<file path="src/rtl/queue_op_initiator.sv">
// Requester-side engine for a four-operation req/cpl deque: takes one command at a
// time, drives the matching req line until cpl or timeout, and returns a response.
module queue_op_initiator #(
  parameter int unsigned p_bitwidth = 32,
  parameter int unsigned p_depth    = 32,
  parameter int unsigned p_timeout  = 64
) (
  input  logic                    clk,
  input  logic                    rst,
  input  logic                    cmd_val,
  output logic                    cmd_rdy,
  input  logic [1:0]              cmd_op,
  input  logic [p_bitwidth-1:0]   cmd_data,
  output logic                    rsp_val,
  input  logic                    rsp_rdy,
  output logic [1:0]              rsp_op,
  output logic [p_bitwidth-1:0]   rsp_data,
  output logic                    rsp_err,
  output logic                    enq_back_req,
  output logic                    enq_front_req,
  output logic                    deq_front_req,
  output logic                    deq_back_req,
  input  logic                    enq_back_cpl,
  input  logic                    enq_front_cpl,
  input  logic                    deq_front_cpl,
  input  logic                    deq_back_cpl,
  output logic [p_bitwidth-1:0]   enq_back_data,
  output logic [p_bitwidth-1:0]   enq_front_data,
  input  logic [p_bitwidth-1:0]   deq_front_data,
  input  logic [p_bitwidth-1:0]   deq_back_data,
  output logic [$clog2(p_depth):0] occupancy,
  output logic                    proto_err
);

  localparam int unsigned OCC_W = $clog2(p_depth) + 1;
  localparam int unsigned CNT_W = $clog2(p_timeout);
  localparam logic [1:0]  OP_ENQ_BACK  = 2'd0;
  localparam logic [1:0]  OP_ENQ_FRONT = 2'd1;
  localparam logic [1:0]  OP_DEQ_FRONT = 2'd2;

  typedef enum logic [1:0] {IDLE, ISSUE, RESP} state_t;

  state_t                  state_q, state_d;
  logic [1:0]              op_q, op_d;
  logic [3:0]              req_q, req_d;
  logic [CNT_W-1:0]        cnt_q, cnt_d;
  logic                    cmd_rdy_d, rsp_val_d, rsp_err_d, proto_err_d;
  logic [1:0]              rsp_op_d;
  logic [p_bitwidth-1:0]   rsp_data_d, enq_back_data_d, enq_front_data_d;
  logic [OCC_W-1:0]        occupancy_d;
  logic [3:0]              cpl_vec, cpl_expected;
  logic [p_bitwidth-1:0]   deq_sel;

  // Bit order of req/cpl vectors follows the op encoding.
  assign cpl_vec       = {deq_back_cpl, deq_front_cpl, enq_front_cpl, enq_back_cpl};
  assign deq_sel       = (op_q == OP_DEQ_FRONT) ? deq_front_data : deq_back_data;
  assign enq_back_req  = req_q[0];
  assign enq_front_req = req_q[1];
  assign deq_front_req = req_q[2];
  assign deq_back_req  = req_q[3];

  // Next-state and next-output logic
  always_comb begin
    state_d          = state_q;
    op_d             = op_q;
    req_d            = req_q;
    cnt_d            = cnt_q;
    cmd_rdy_d        = cmd_rdy;
    rsp_val_d        = rsp_val;
    rsp_op_d         = rsp_op;
    rsp_data_d       = rsp_data;
    rsp_err_d        = rsp_err;
    enq_back_data_d  = enq_back_data;
    enq_front_data_d = enq_front_data;
    occupancy_d      = occupancy;
    cpl_expected     = 4'b0000;

    case (state_q)
      IDLE: begin
        cmd_rdy_d = 1'b1;
        if (cmd_val && cmd_rdy) begin
          op_d      = cmd_op;
          cnt_d     = '0;
          req_d     = 4'b0001 << cmd_op;
          cmd_rdy_d = 1'b0;
          state_d   = ISSUE;
          if (cmd_op == OP_ENQ_BACK)  enq_back_data_d  = cmd_data;
          if (cmd_op == OP_ENQ_FRONT) enq_front_data_d = cmd_data;
        end
      end
      ISSUE: begin
        cpl_expected = req_q;
        if (|(cpl_vec & req_q)) begin
          req_d      = 4'b0000;
          rsp_val_d  = 1'b1;
          rsp_op_d   = op_q;
          rsp_err_d  = 1'b0;
          rsp_data_d = op_q[1] ? deq_sel : '0;
          state_d    = RESP;
          // Dequeues carry op[1]; both directions saturate.
          if (!op_q[1] && occupancy != OCC_W'(p_depth)) occupancy_d = occupancy + OCC_W'(1);
          if (op_q[1] && occupancy != '0)               occupancy_d = occupancy - OCC_W'(1);
        end else if (cnt_q == CNT_W'(p_timeout - 1)) begin
          req_d      = 4'b0000;
          rsp_val_d  = 1'b1;
          rsp_op_d   = op_q;
          rsp_err_d  = 1'b1;
          rsp_data_d = '0;
          state_d    = RESP;
        end else begin
          cnt_d = cnt_q + CNT_W'(1);
        end
      end
      RESP: begin
        if (rsp_rdy) begin
          rsp_val_d = 1'b0;
          cmd_rdy_d = 1'b1;
          state_d   = IDLE;
        end
      end
      default: begin
        req_d     = 4'b0000;
        rsp_val_d = 1'b0;
        cmd_rdy_d = 1'b0;
        state_d   = IDLE;
      end
    endcase

    proto_err_d = proto_err | (|(cpl_vec & ~cpl_expected));
  end

  // All state and outputs registered
  always_ff @(posedge clk or negedge rst) begin
    if (!rst) begin
      state_q        <= IDLE;
      op_q           <= 2'd0;
      req_q          <= 4'b0000;
      cnt_q          <= '0;
      cmd_rdy        <= 1'b0;
      rsp_val        <= 1'b0;
      rsp_op         <= 2'd0;
      rsp_data       <= '0;
      rsp_err        <= 1'b0;
      enq_back_data  <= '0;
      enq_front_data <= '0;
      occupancy      <= '0;
      proto_err      <= 1'b0;
    end else begin
      state_q        <= state_d;
      op_q           <= op_d;
      req_q          <= req_d;
      cnt_q          <= cnt_d;
      cmd_rdy        <= cmd_rdy_d;
      rsp_val        <= rsp_val_d;
      rsp_op         <= rsp_op_d;
      rsp_data       <= rsp_data_d;
      rsp_err        <= rsp_err_d;
      enq_back_data  <= enq_back_data_d;
      enq_front_data <= enq_front_data_d;
      occupancy      <= occupancy_d;
      proto_err      <= proto_err_d;
    end
  end

endmodule

</file>
<file path="config.mk">
export PLATFORM = sky130hd
export DESIGN_NAME = queue_op_initiator
export DESIGN_NICKNAME = d
export VERILOG_FILES = /design/src/rtl/queue_op_initiator.sv
export SDC_FILE = /design/constraint.sdc
export NUM_CORES = 1
export LEC_CHECK = 0
export CAP_MARGIN = 20
export CORE_AREA = 5 5 122 124
export CTS_CLUSTER_DIAMETER = 30
export CTS_CLUSTER_SIZE = 12
export DETAILED_ROUTE_END_ITERATION = 7
export DIE_AREA = 0 0 127 129
export PLACE_DENSITY = 0.76
export REMOVE_ABC_BUFFERS = 1
export SLEW_MARGIN = 15
export SYNTH_ARGS = -nofsm -noshare
export SYNTH_HDL_FRONTEND = slang
export SYNTH_SLANG_ARGS = --single-unit
</file>
<file path="constraint.sdc">
create_clock -name clk -period 2.35 [get_ports clk]
set_input_delay 0.3525 -clock clk [delete_from_list [all_inputs] [get_ports clk]]
set_output_delay 0.3525 -clock clk [all_outputs]
set_load 0.05 [all_outputs]
</file>
==> flow_summary_export.csv <==
group,metric,value,unit
run_status,status,"complete, but fails checks",
run_status,violations,"negative setup slack",
floorplan,die_height,129,microns
timing,finalCritPeriodShare,1.02,
yosys,syn_inst,410,
drt,routedWlPerCell,17.1,microns
placed_design,gp_congestion,0.827,
yosys,synth_top_area_share,0.588,
critical_path,reg2regPathDepth,8,
min_path,min_to,"rsp_data[11]$_DFFE_PN0P_",
drt,routed_via_density,4.82,
final_layout,multi_input_area,2110,sq um
timing,fmax,0.418,GHz
yosys,synthSimpleGateAreaFrac,0.0738,
floorplan,rows,43,
critical_path,r2r_slack,-0.04,ns
placed_design,portBuffers,217,
placed_design,preCtsSetupSlack,-0.207,ns
global_route,grt_pass1_wl,23100,microns
yosys,synth_fa_ha_area_frac,0.0159,
timing,tns,-0.0747,ns
final_layout,final-seq-area,3050,sq um
global_route,grt_util_all_layers,0.180,
power,p_int,6630,uW
yosys,yosysTopAreaCell,"dfrtp_1",
yosys,synth-main-ff-cell,"dfrtp_1",
power,power.density,1320,nW/um^2
timing,fin_skew,0.00626,ns
drt,drc,0,
critical_path,critPathBufInv,1,
floorplan,die_w,127,microns
final_layout,fin_nets,763,
critical_path,rr_startpoint,"occupancy[1]$_DFFE_PN0P_",
critical_path,cpMaxStageDelayCell,"or4_4",
yosys,yosys-top-cells-area,"dfrtp_1 59%, mux2_2 14%, mux2i_1 6.6%",
critical_path,path_class,"reg2reg",
final_layout,antenna_cells,0,
yosys,synthXorXnorAreaFrac,0.0152,
timing,setup_viol_count_final,2,
clocking,clockRootBuffer,"clkbuf_16",
critical_path,required,2.63,ns
critical_path,cp_cell_sequence,"or4_4 -> o31ai_4 -> inv_4 -> ha_4 -> a21o_2 -> a21oi_2 -> xnor2_1 -> mux2_4",
global_route,grt.overflow.total,0,
timing,fin_ws,-0.0405,ns
min_path,hold_path_depth,2,
power,sw_frac_of_total,0.402,
power,leakagePower,0.00373,uW
critical_path,r2r-end,"occupancy[3]$_DFFE_PN0P_",
yosys,synthMostInstantiatedCell,"dfrtp_1",
floorplan,coreArea,13700,sq um
yosys,ys_warn_count,0,
yosys,synth_compound_area_frac,0.0639,
global_route,first_global_vias,4455,
clocking,clock-sinks,122,
drt,routed_wl,14400,microns
yosys,syn_area_per_cell,12.7,sq um
drt,ant_nets,0,
yosys,yosysSeqAreaShare,0.588,
timing,slew_violations,0,
final_layout,synthToLayoutAreaGrowth,62.6,%
drt,vias,4071,
clocking,cts_buffer_depth,2,
yosys,synthMuxAreaShare,0.222,
timing,layout_min_cycle_time,2.39,ns
global_route,grt_max_degree,53,
clocking,clk_pin_slew,0.06,ns
yosys,synth-seq-cells,122,
yosys,synth-async-reset-ratio,1.00,
critical_path,cpPeakStageDelay,0.56,ns
power,p_sw,4460,uW
clocking,cts_made_buffers,17,
floorplan,start_util,0.380,
drt,firstDrtPassIters,5,
min_path,hold_class,"reg2reg",
timing,rsz0062_at_grt,"yes",
critical_path,cp_top_family,"compound AO/OA/AOI/OAI gates",
min_path,min_from,"rsp_data[11]$_DFFE_PN0P_",
clocking,clk_latency,0.41,ns
final_layout,fill_cells,1081,
flow_run,drv_cap,0,
global_route,antenna_found_initial,0,
final_layout,final_util,0.617,
power,p_seq_frac,0.275,
placed_design,dp_hpwl,10700,microns
floorplan,io_pins,218,
timing,finalHoldViolCount,0,
critical_path,cp.arrival,2.67,ns
final_layout,layout-drive-gt1-share,0.217,
power,power_frac_comb,0.482,
yosys,synthTopCellsByCount,"122 x dfrtp_1, 66 x mux2_2, 54 x nand2_1",
power,clkPwrFrac,0.243,
timing,worst_pin_slew,0.615,ns
critical_path,critPathLaunchType,"flop",
power,ir_drop,1.08,mV
yosys,synth_edf_count,0,
yosys,syn_area,5190,sq um
yosys,synth_top_family_by_area,"multiplexers",
critical_path,crit_fanout,5,
drt,first_iter_violations,160,
yosys,netlist-cell-type-count,40,
critical_path,crit_path_end_kind,"flop",
clocking,cts_tree,"built",
floorplan,die-area,16400,sq um
clocking,cts_max_level,4,
timing,max-slew-margin-rel,0.590,
power,p_total,11100,uW
==> cells by family after synthesis <==
kind of cell               after synthesis
AOI/OAI and AO/OA                       58
xor gates and xnor gates                 9
adders and majority gates                6
buffers and inverters                   25
DFF                                    122
muxes                                  105
and+or+nand+nor                         85
==> per-layer routing <==
layer | up-vias | track usage | wire length (microns)
met4 | 0 | 0.0782 | 283
met5 | - | 0 | 0
met3 | 25 | 0.0519 | 891
met2 | 127 | 0.314 | 7610
met1 | 1989 | 0.205 | 5630
li1 | 1930 | - | -
==> tightest hold or removal path: stages, from the launching register on <==
cell	delay, ns
dfrtp_1	0.34
nand2_1	0.04
o21ai_0	0.06
==> how the worst max path moves through the flow <==
| stage | from | to | slack [ns] | depth (start not counted) |
|---|---|---|---|---|
| floorplan | cmd_rdy$_DFFE_PN0P_ | enq_back_data[0]$_DFFE_PN0P_ | -0.44 | 3 |
| global placement | occupancy[1]$_DFFE_PN0P_ | occupancy[5]$_DFFE_PN0P_ | -0.07 | 9 |
| detailed placement | occupancy[1]$_DFFE_PN0P_ | occupancy[5]$_DFFE_PN0P_ | -0.21 | 9 |
| CTS | occupancy[2]$_DFFE_PN0P_ | occupancy[5]$_DFFE_PN0P_ | -0.04 | 9 |
| global route | occupancy[1]$_DFFE_PN0P_ | occupancy[5]$_DFFE_PN0P_ | -0.13 | 9 |
| finish | occupancy[1]$_DFFE_PN0P_ | occupancy[3]$_DFFE_PN0P_ | -0.04 | 8 |
==> cells in the final DEF (no fill, tap or decap), types with 5 or more instances in the layout <==
cell type / Yosys / final
nand3_1: 7 / 7
nand2_1: 54 / 54
dfrtp_1: 122 / 121
nor2_1: 8 / 8
clkdlybuf4s50_1: 0 / 216
clkbuf_16: 0 / 17
mux2_2: 66 / 66
a21oi_1: 7 / 5
mux2i_1: 34 / 34
o21ai_0: 40 / 38
xnor2_1: 9 / 8
inv_1: 5 / 5
buf_4: 0 / 19
==> through the flow <==
stage | cells | cell area (sq um) | hold WS, ns
3_5_place_dp | 807 | 7680 | 0.412
5_1_grt | 844 | 8430 | 0.501
2_1_floorplan | 391 | 5100 | 0.0569
4_1_cts | 843 | 8410 | 0.481
3_3_place_gp | 807 | 7680 | 0.400
6_report | 844 | 8430 | 0.476
==> power by group through the flow <==
stage	Clock [uW]	Combinational (uW)	Sequential, uW
after global placement	0	4980	3040
after global routing	2850	5650	3130
after detailed placement	0	5100	3080
final	2700	5350	3050
after CTS	2760	5300	3050
after floorplan	0	1470	4810
==> registers in the layout, summed over array words and instances, names as in the netlist <==
| register | count |
|---|---|
| state_q | 2 |
| cmd_rdy | 1 |
| enq_front_data | 32 |
| rsp_op | 2 |
| op_q | 2 |
| occupancy | 6 |
| rsp_err | 1 |
| rsp_data | 32 |
| rsp_val | 1 |
| enq_back_data | 32 |
| cnt_q | 6 |
| req_q | 4 |
| proto_err | 1 |
==> area by class of cell <==
class / count / share of cell area
sequential: 122 / 0.362
timing repair buffer: 241 / 0.284
multi-input combinational: 263 / 0.251
clock buffer: 20 / 0.0530
tap: 180 / 0.0267
clock inverter: 12 / 0.0203
inverter: 6 / 0.00297
==> what timing repair did <==
action | in CTS | in global routing
gates resized for setup | 12 | 3
hold endpoints to repair | 42 | 0
hold buffers | 1 | 0
setup buffers | 3 | 1
pin swaps | 12 | 15
cloned | 0 | 0
endpoints found under the setup margin | 3 | 4
Power figures use the tool's default switching activity.
